### src/rtl/aes64_iter_encrypt.sv
// aes64_iter_encrypt: iterative 64-bit AES-style encryptor that reuses one round datapath per clock.
// The state is 8 bytes with byte 0 in [63:56], laid out column-major as 4 rows x 2 columns.

module SubBytes (
    input  logic [63:0] state_in,
    output logic [63:0] state_out
);
    localparam logic [7:0] SBOX [0:255] = '{
        8'h63, 8'h7c, 8'h77, 8'h7b, 8'hf2, 8'h6b, 8'h6f, 8'hc5, 8'h30, 8'h01, 8'h67, 8'h2b, 8'hfe, 8'hd7, 8'hab, 8'h76,
        8'hca, 8'h82, 8'hc9, 8'h7d, 8'hfa, 8'h59, 8'h47, 8'hf0, 8'had, 8'hd4, 8'ha2, 8'haf, 8'h9c, 8'ha4, 8'h72, 8'hc0,
        8'hb7, 8'hfd, 8'h93, 8'h26, 8'h36, 8'h3f, 8'hf7, 8'hcc, 8'h34, 8'ha5, 8'he5, 8'hf1, 8'h71, 8'hd8, 8'h31, 8'h15,
        8'h04, 8'hc7, 8'h23, 8'hc3, 8'h18, 8'h96, 8'h05, 8'h9a, 8'h07, 8'h12, 8'h80, 8'he2, 8'heb, 8'h27, 8'hb2, 8'h75,
        8'h09, 8'h83, 8'h2c, 8'h1a, 8'h1b, 8'h6e, 8'h5a, 8'ha0, 8'h52, 8'h3b, 8'hd6, 8'hb3, 8'h29, 8'he3, 8'h2f, 8'h84,
        8'h53, 8'hd1, 8'h00, 8'hed, 8'h20, 8'hfc, 8'hb1, 8'h5b, 8'h6a, 8'hcb, 8'hbe, 8'h39, 8'h4a, 8'h4c, 8'h58, 8'hcf,
        8'hd0, 8'hef, 8'haa, 8'hfb, 8'h43, 8'h4d, 8'h33, 8'h85, 8'h45, 8'hf9, 8'h02, 8'h7f, 8'h50, 8'h3c, 8'h9f, 8'ha8,
        8'h51, 8'ha3, 8'h40, 8'h8f, 8'h92, 8'h9d, 8'h38, 8'hf5, 8'hbc, 8'hb6, 8'hda, 8'h21, 8'h10, 8'hff, 8'hf3, 8'hd2,
        8'hcd, 8'h0c, 8'h13, 8'hec, 8'h5f, 8'h97, 8'h44, 8'h17, 8'hc4, 8'ha7, 8'h7e, 8'h3d, 8'h64, 8'h5d, 8'h19, 8'h73,
        8'h60, 8'h81, 8'h4f, 8'hdc, 8'h22, 8'h2a, 8'h90, 8'h88, 8'h46, 8'hee, 8'hb8, 8'h14, 8'hde, 8'h5e, 8'h0b, 8'hdb,
        8'he0, 8'h32, 8'h3a, 8'h0a, 8'h49, 8'h06, 8'h24, 8'h5c, 8'hc2, 8'hd3, 8'hac, 8'h62, 8'h91, 8'h95, 8'he4, 8'h79,
        8'he7, 8'hc8, 8'h37, 8'h6d, 8'h8d, 8'hd5, 8'h4e, 8'ha9, 8'h6c, 8'h56, 8'hf4, 8'hea, 8'h65, 8'h7a, 8'hae, 8'h08,
        8'hba, 8'h78, 8'h25, 8'h2e, 8'h1c, 8'ha6, 8'hb4, 8'hc6, 8'he8, 8'hdd, 8'h74, 8'h1f, 8'h4b, 8'hbd, 8'h8b, 8'h8a,
        8'h70, 8'h3e, 8'hb5, 8'h66, 8'h48, 8'h03, 8'hf6, 8'h0e, 8'h61, 8'h35, 8'h57, 8'hb9, 8'h86, 8'hc1, 8'h1d, 8'h9e,
        8'he1, 8'hf8, 8'h98, 8'h11, 8'h69, 8'hd9, 8'h8e, 8'h94, 8'h9b, 8'h1e, 8'h87, 8'he9, 8'hce, 8'h55, 8'h28, 8'hdf,
        8'h8c, 8'ha1, 8'h89, 8'h0d, 8'hbf, 8'he6, 8'h42, 8'h68, 8'h41, 8'h99, 8'h2d, 8'h0f, 8'hb0, 8'h54, 8'hbb, 8'h16
    };

    always_comb begin
        state_out = '0;
        for (int unsigned i = 0; i < 8; i++) begin
            state_out[i*8 +: 8] = SBOX[state_in[i*8 +: 8]];
        end
    end
endmodule

module ShiftRows (
    input  logic [63:0] state_in,
    output logic [63:0] state_out
);
    // Two columns only: rows 1 and 3 swap columns, rows 0 and 2 stay put.
    always_comb begin
        state_out = {state_in[63:56], state_in[23:16], state_in[47:40], state_in[7:0],
                     state_in[31:24], state_in[55:48], state_in[15:8],  state_in[39:32]};
    end
endmodule

module mix_coloumns (
    input  logic [63:0] state_in,
    output logic [63:0] state_out
);
    function automatic logic [7:0] xt(input logic [7:0] b);
        return {b[6:0], 1'b0} ^ (b[7] ? 8'h1b : 8'h00);
    endfunction

    function automatic logic [31:0] mix_col(input logic [31:0] c);
        logic [7:0] a0, a1, a2, a3;
        {a0, a1, a2, a3} = c;
        return {xt(a0) ^ xt(a1) ^ a1 ^ a2 ^ a3,
                a0 ^ xt(a1) ^ xt(a2) ^ a2 ^ a3,
                a0 ^ a1 ^ xt(a2) ^ xt(a3) ^ a3,
                xt(a0) ^ a0 ^ a1 ^ a2 ^ xt(a3)};
    endfunction

    always_comb begin
        state_out = {mix_col(state_in[63:32]), mix_col(state_in[31:0])};
    end
endmodule

module AddRoundKey (
    input  logic [63:0] state_in,
    input  logic [63:0] round_key,
    output logic [63:0] state_out
);
    always_comb begin
        state_out = state_in ^ round_key;
    end
endmodule

module aes64_iter_encrypt #(
    parameter int unsigned NUM_ROUNDS = 8,
    parameter int unsigned ROT_BYTES  = 1,
    parameter int unsigned CNT_W      = 4
) (
    input  logic             clk,
    input  logic             rst_n,
    input  logic             in_valid,
    output logic             in_ready,
    input  logic [63:0]      plaintext,
    input  logic [63:0]      key,
    input  logic             key_rot_en,
    output logic             out_valid,
    input  logic             out_ready,
    output logic [63:0]      ciphertext,
    output logic             busy,
    output logic [CNT_W-1:0] round_idx
);
    // Out-of-range rotations (e.g. 8 bytes) fold to a whole-word rotate, i.e. no rotation.
    localparam int unsigned      ROT_BITS  = (8 * ROT_BYTES) % 64;
    localparam logic [CNT_W-1:0] LAST_RND  = CNT_W'(NUM_ROUNDS);
    localparam logic [CNT_W-1:0] FIRST_RND = CNT_W'(1);

    typedef enum logic [1:0] {
        IDLE = 2'd0,
        BUSY = 2'd1,
        DONE = 2'd2
    } state_e;

    state_e             state_q, state_d;
    logic [63:0]        state_reg_q, state_reg_d;
    logic [63:0]        key_reg_q, key_reg_d;
    logic               rot_reg_q, rot_reg_d;
    logic [CNT_W-1:0]   round_idx_q, round_idx_d;
    logic [63:0]        ciphertext_q, ciphertext_d;

    logic [63:0]        key_rotated, round_key;
    logic [63:0]        sb_out, sr_out, mc_out, round_state, ark_out;
    logic               last_round;

    always_comb begin
        key_rotated = (key_reg_q << ROT_BITS) | (key_reg_q >> ((64 - ROT_BITS) % 64));
        round_key   = rot_reg_q ? key_rotated : key_reg_q;
        last_round  = (round_idx_q == LAST_RND);
        round_state = last_round ? sr_out : mc_out;
    end

    SubBytes     u_sub_bytes  (.state_in(state_reg_q), .state_out(sb_out));
    ShiftRows    u_shift_rows (.state_in(sb_out),      .state_out(sr_out));
    mix_coloumns u_mix_cols   (.state_in(sr_out),      .state_out(mc_out));
    AddRoundKey  u_add_rk     (.state_in(round_state), .round_key(round_key), .state_out(ark_out));

    always_ff @(posedge clk or negedge rst_n) begin
        if (!rst_n) begin
            state_q      <= IDLE;
            state_reg_q  <= '0;
            key_reg_q    <= '0;
            rot_reg_q    <= 1'b0;
            round_idx_q  <= '0;
            ciphertext_q <= '0;
        end else begin
            state_q      <= state_d;
            state_reg_q  <= state_reg_d;
            key_reg_q    <= key_reg_d;
            rot_reg_q    <= rot_reg_d;
            round_idx_q  <= round_idx_d;
            ciphertext_q <= ciphertext_d;
        end
    end

    always_comb begin
        state_d = state_q;
        case (state_q)
            IDLE:    if (in_valid)   state_d = BUSY;
            BUSY:    if (last_round) state_d = DONE;
            DONE:    if (out_ready)  state_d = IDLE;
            default: state_d = IDLE;
        endcase
    end

    always_comb begin
        state_reg_d  = state_reg_q;
        key_reg_d    = key_reg_q;
        rot_reg_d    = rot_reg_q;
        round_idx_d  = round_idx_q;
        ciphertext_d = ciphertext_q;
        case (state_q)
            IDLE: begin
                if (in_valid) begin
                    state_reg_d = plaintext ^ key;
                    key_reg_d   = key;
                    rot_reg_d   = key_rot_en;
                    round_idx_d = FIRST_RND;
                end
            end
            BUSY: begin
                state_reg_d = ark_out;
                key_reg_d   = round_key;
                if (last_round) begin
                    ciphertext_d = ark_out;
                    round_idx_d  = '0;
                end else begin
                    round_idx_d  = round_idx_q + FIRST_RND;
                end
            end
            DONE: ;
            default: round_idx_d = '0;
        endcase
    end

    always_comb begin
        in_ready   = (state_q == IDLE);
        out_valid  = (state_q == DONE);
        busy       = (state_q != IDLE);
        ciphertext = ciphertext_q;
        round_idx  = round_idx_q;
    end
endmodule

### config.mk
export PLATFORM = sky130hd
export DESIGN_NAME = aes64_iter_encrypt
export DESIGN_NICKNAME = d
export VERILOG_FILES = /design/src/rtl/aes64_iter_encrypt.sv
export SDC_FILE = /design/constraint.sdc
export NUM_CORES = 2
export LEC_CHECK = 0
export BUFFER_PORTS_ARGS = -buffer_cell sky130_fd_sc_hd__buf_2
export CORE_ASPECT_RATIO = 1.75
export CORE_MARGIN = 1
export CORE_UTILIZATION = 39
export CTS_CLUSTER_DIAMETER = 60
export CTS_CLUSTER_SIZE = 25
export DETAILED_ROUTE_END_ITERATION = 6
export MAX_ROUTING_LAYER = met4
export PLACE_DENSITY_LB_ADDON = 0.3
export SYNTH_ARGS = -nofsm -noshare
export SYNTH_HDL_FRONTEND = slang
export SYNTH_HIERARCHICAL = 1
export SYNTH_SLANG_ARGS = --single-unit
### constraint.sdc
create_clock -name clk -period 9.78 [get_ports clk]
set_clock_uncertainty 0.2 [all_clocks]
set_input_delay 1.956 -clock clk [delete_from_list [all_inputs] [get_ports clk]]
set_output_delay 1.956 -clock clk [all_outputs]
set_load 0.005 [all_outputs]
==> metrics.cfg <==
[clock_network]
clock_latency_ps = 530
cts-root-buf = clkbuf_16
cts_hold_buf = 0
cts_max_path_buffers = 2
post_cts_buffers = 0
cts_tree = yes
clkSlewWorstSetupHoldPaths_ps = 90
cts-resized-gates = 0
cts_buffers = 17
cts.sink_count = 199
h-tree-depth = 4

[critical_path]
cpMaxStageDelayCell = a22oi_1
r2r_cells = 15
slowest_delay_ps = 1030
r2r-end = state_reg_q[3]
critPathBufInv = 2
cp_max_fo = 34
start_kind = register
path_delay_family = compound AO/OA/AOI/OAI gates
reg2reg_slack_ps = 3440
worst-path-stages = 15
cp_common_cell = nand2_1
cp_cell_sequence = buf_4, clkinv_1, ha_1, nand2_1, a21oi_1, o21ai_0, a22oi_1, or3_1, a31oi_1, xnor2_1, xnor3_1, nand2_1, nand2_1, xor2_1, a221o_1
cp.arrival_ps = 6550
path_class = reg2reg
required_ps = 9980
r2r_start = state_reg_q[49]
end_kind = register

[detailed_routing]
met2WireLength_mm = 107.6
vias_per_cell = 7.175
detail_route.wl_per_cell_um = 34.66
wl_met3_mm = 19.00
top_layer = met4
drt_iter0_markers = 6355
wl_mm = 229.6
wl_met1_mm = 78.44
drtAntennaViolNets = 0
drc_errors = 18
via_count = 47544
firstDrtPassIters = 7

[sta]
fmax_mhz = 157.7
setup_tns_ps = 0
slew_viol_final = 0
slew_headroom_pct = 12.35
worstMarginPinSlew_ps = 1312
rsz0062_at_grt = false
period_needed_ps = 6342
setup_viol = 0
hold_violations = 0
finalCritPeriodShare_pct = 64.85
fin_ws_ps = 3438

[layout]
drive_above_1_share_pct = 13.57
area_growth_syn_to_layout_pct = 3.261
final_cells = 6626
nets = 5520
fillCellCount = 10792

[floorplanning]
die_h_um = 427.6
die_x_um = 245.2
dieArea_um2 = 104800
design.core.area_um2 = 102200
start_util_pct = 39.49
num_rows = 155
num_io_pins = 204

[placed_design]
gp_congestion = 1.092
hpwl_mm = 165.9
dpl.cell_count = 6579
dp_worst_setup_slack_ps = 3656
port_buffers = 203

[synth]
synth_top_area_share_pct = 12.34
synth_warnings = 6
ys_seq_area_share_pct = 12.34
synth.area.top_cells = dfrtp_1 12%, nand2_1 5.2%, o21ai_0 5.1%, a21oi_1 5.1%, nor2_1 4.8%
syn-instance-count = 5605
synth_commonest_cells = 563 x nand2_1, 517 x nor2_1, 415 x o21ai_0, 414 x a21oi_1, 367 x clkbuf_1
ys_ff_latch = 199
synth-edff-count = 0
syn_area_per_cell_um2 = 7.201
async_flop_share_pct = 100.0
syn-num-nets = 5860
synth.most_common_cell = nand2_1
ys_types = 93
ys.flop_type = dfrtp_1
synth_area_um2 = 40360
synth_top_cell_by_area = dfrtp_1

[grt]
overflow = 0
antenna_found_initial = 12
grt_pass1_wl_mm = 328.3
grt_max_degree = 99
grt_pass1_vias = 44901
track_usage_pct = 43.89

[status]
status = finished, violations left
violations = design-rule violations

[min_path]
hold_depth = 1
min_to = ciphertext[62]
hp-start = ciphertext[62]
hold_path_class = reg2reg

[run]
max-cap-violations = 0

[area by class of cell]
type | instances | area (um2) | share of cell area, %
Antenna cell | 14 | 35.03 | 0.08406
Clock buffer | 17 | 425.4 | 1.021
Tap cell | 1334 | 1669 | 4.005
Inverter | 93 | 349.1 | 0.8376
Sequential cell | 199 | 5040 | 12.09
Clock inverter | 15 | 217.7 | 0.5224
Timing Repair Buffer | 348 | 2121 | 5.089
Multi-Input combinational cell | 4606 | 31820 | 76.35
[worst register-to-register path, delay by kind of cell, from the launching register on]
kind,cells,cell delay [ps]
adder cells (fa/ha/maj),1,770
AO/OA/AOI/OAI,5,2060
AND/OR/NAND/NOR,4,820
buffers and inverters,2,830
XOR/XNOR,3,1200
flip-flops,1,350
[sequential cells by signal, summed over array words and instances (netlist names)]
signal	cells
key_reg_q	64
state_reg_q	64
rot_reg_q	1
ciphertext	64
state_q	2
round_idx	4
[per-stage QoR]
stage	utilization (%)	hold slack (ps)	cell area (um2)
after floorplan	-	274.3	40360
after global placement	40.09	289.1	40980
after detailed placement	40.09	285.5	40980
after CTS	40.72	318.7	41620
after global routing	40.77	333.3	41670
final	40.78	316.1	41680
[logic make-up (layout without fill, tap and decap cells)]
logic type	count (synthesis)	after routing	synth area share [%]
other	0	14	0
buffers and inverters	800	473	8.956
adders and majority gates	122	122	3.782
AOI/OAI and AO/OA	1970	1970	33.47
xor gates and xnor gates	293	293	9.604
and+or+nand+nor	1977	1977	23.11
DFF	199	199	12.34
muxes	244	244	8.745
[how the worst max path moves through the flow]
stage	to	slack [ps]	start
after floorplan	state_reg_q[4]	5030	state_reg_q[49]
after global placement	ciphertext[8]	3620	state_reg_q[25]
after detailed placement	ciphertext[8]	3660	state_reg_q[25]
after CTS	ciphertext[8]	3640	state_reg_q[25]
after global routing	state_reg_q[3]	3210	state_reg_q[49]
final	state_reg_q[3]	3440	state_reg_q[49]
[placed cells by master, fill, tap and decap left out, types with 104 or more instances in the layout]
master	Yosys	final
xnor2_1	104	104
nor2_1	517	517
nand2_1	563	562
o21ai_0	415	414
ha_1	122	122
nand2b_1	174	172
buf_2	187	202
a211oi_1	122	122
nor3_1	163	163
nand3_1	188	188
o211ai_1	137	137
buf_4	70	144
a31oi_1	120	120
a21oi_1	414	414
nor2b_1	122	121
dfrtp_1	199	167
[layer usage]
layer	vias to the layer above	GRT usage, %
met1	22988	45.81
li1	20225	-
met5	-	-
met2	3279	69.96
met3	1052	8.930
met4	0	39.29
Power is left out: the tool's default activity adds up to more than one toggle a clock period on the data nets, which glitch-free logic cannot reach.
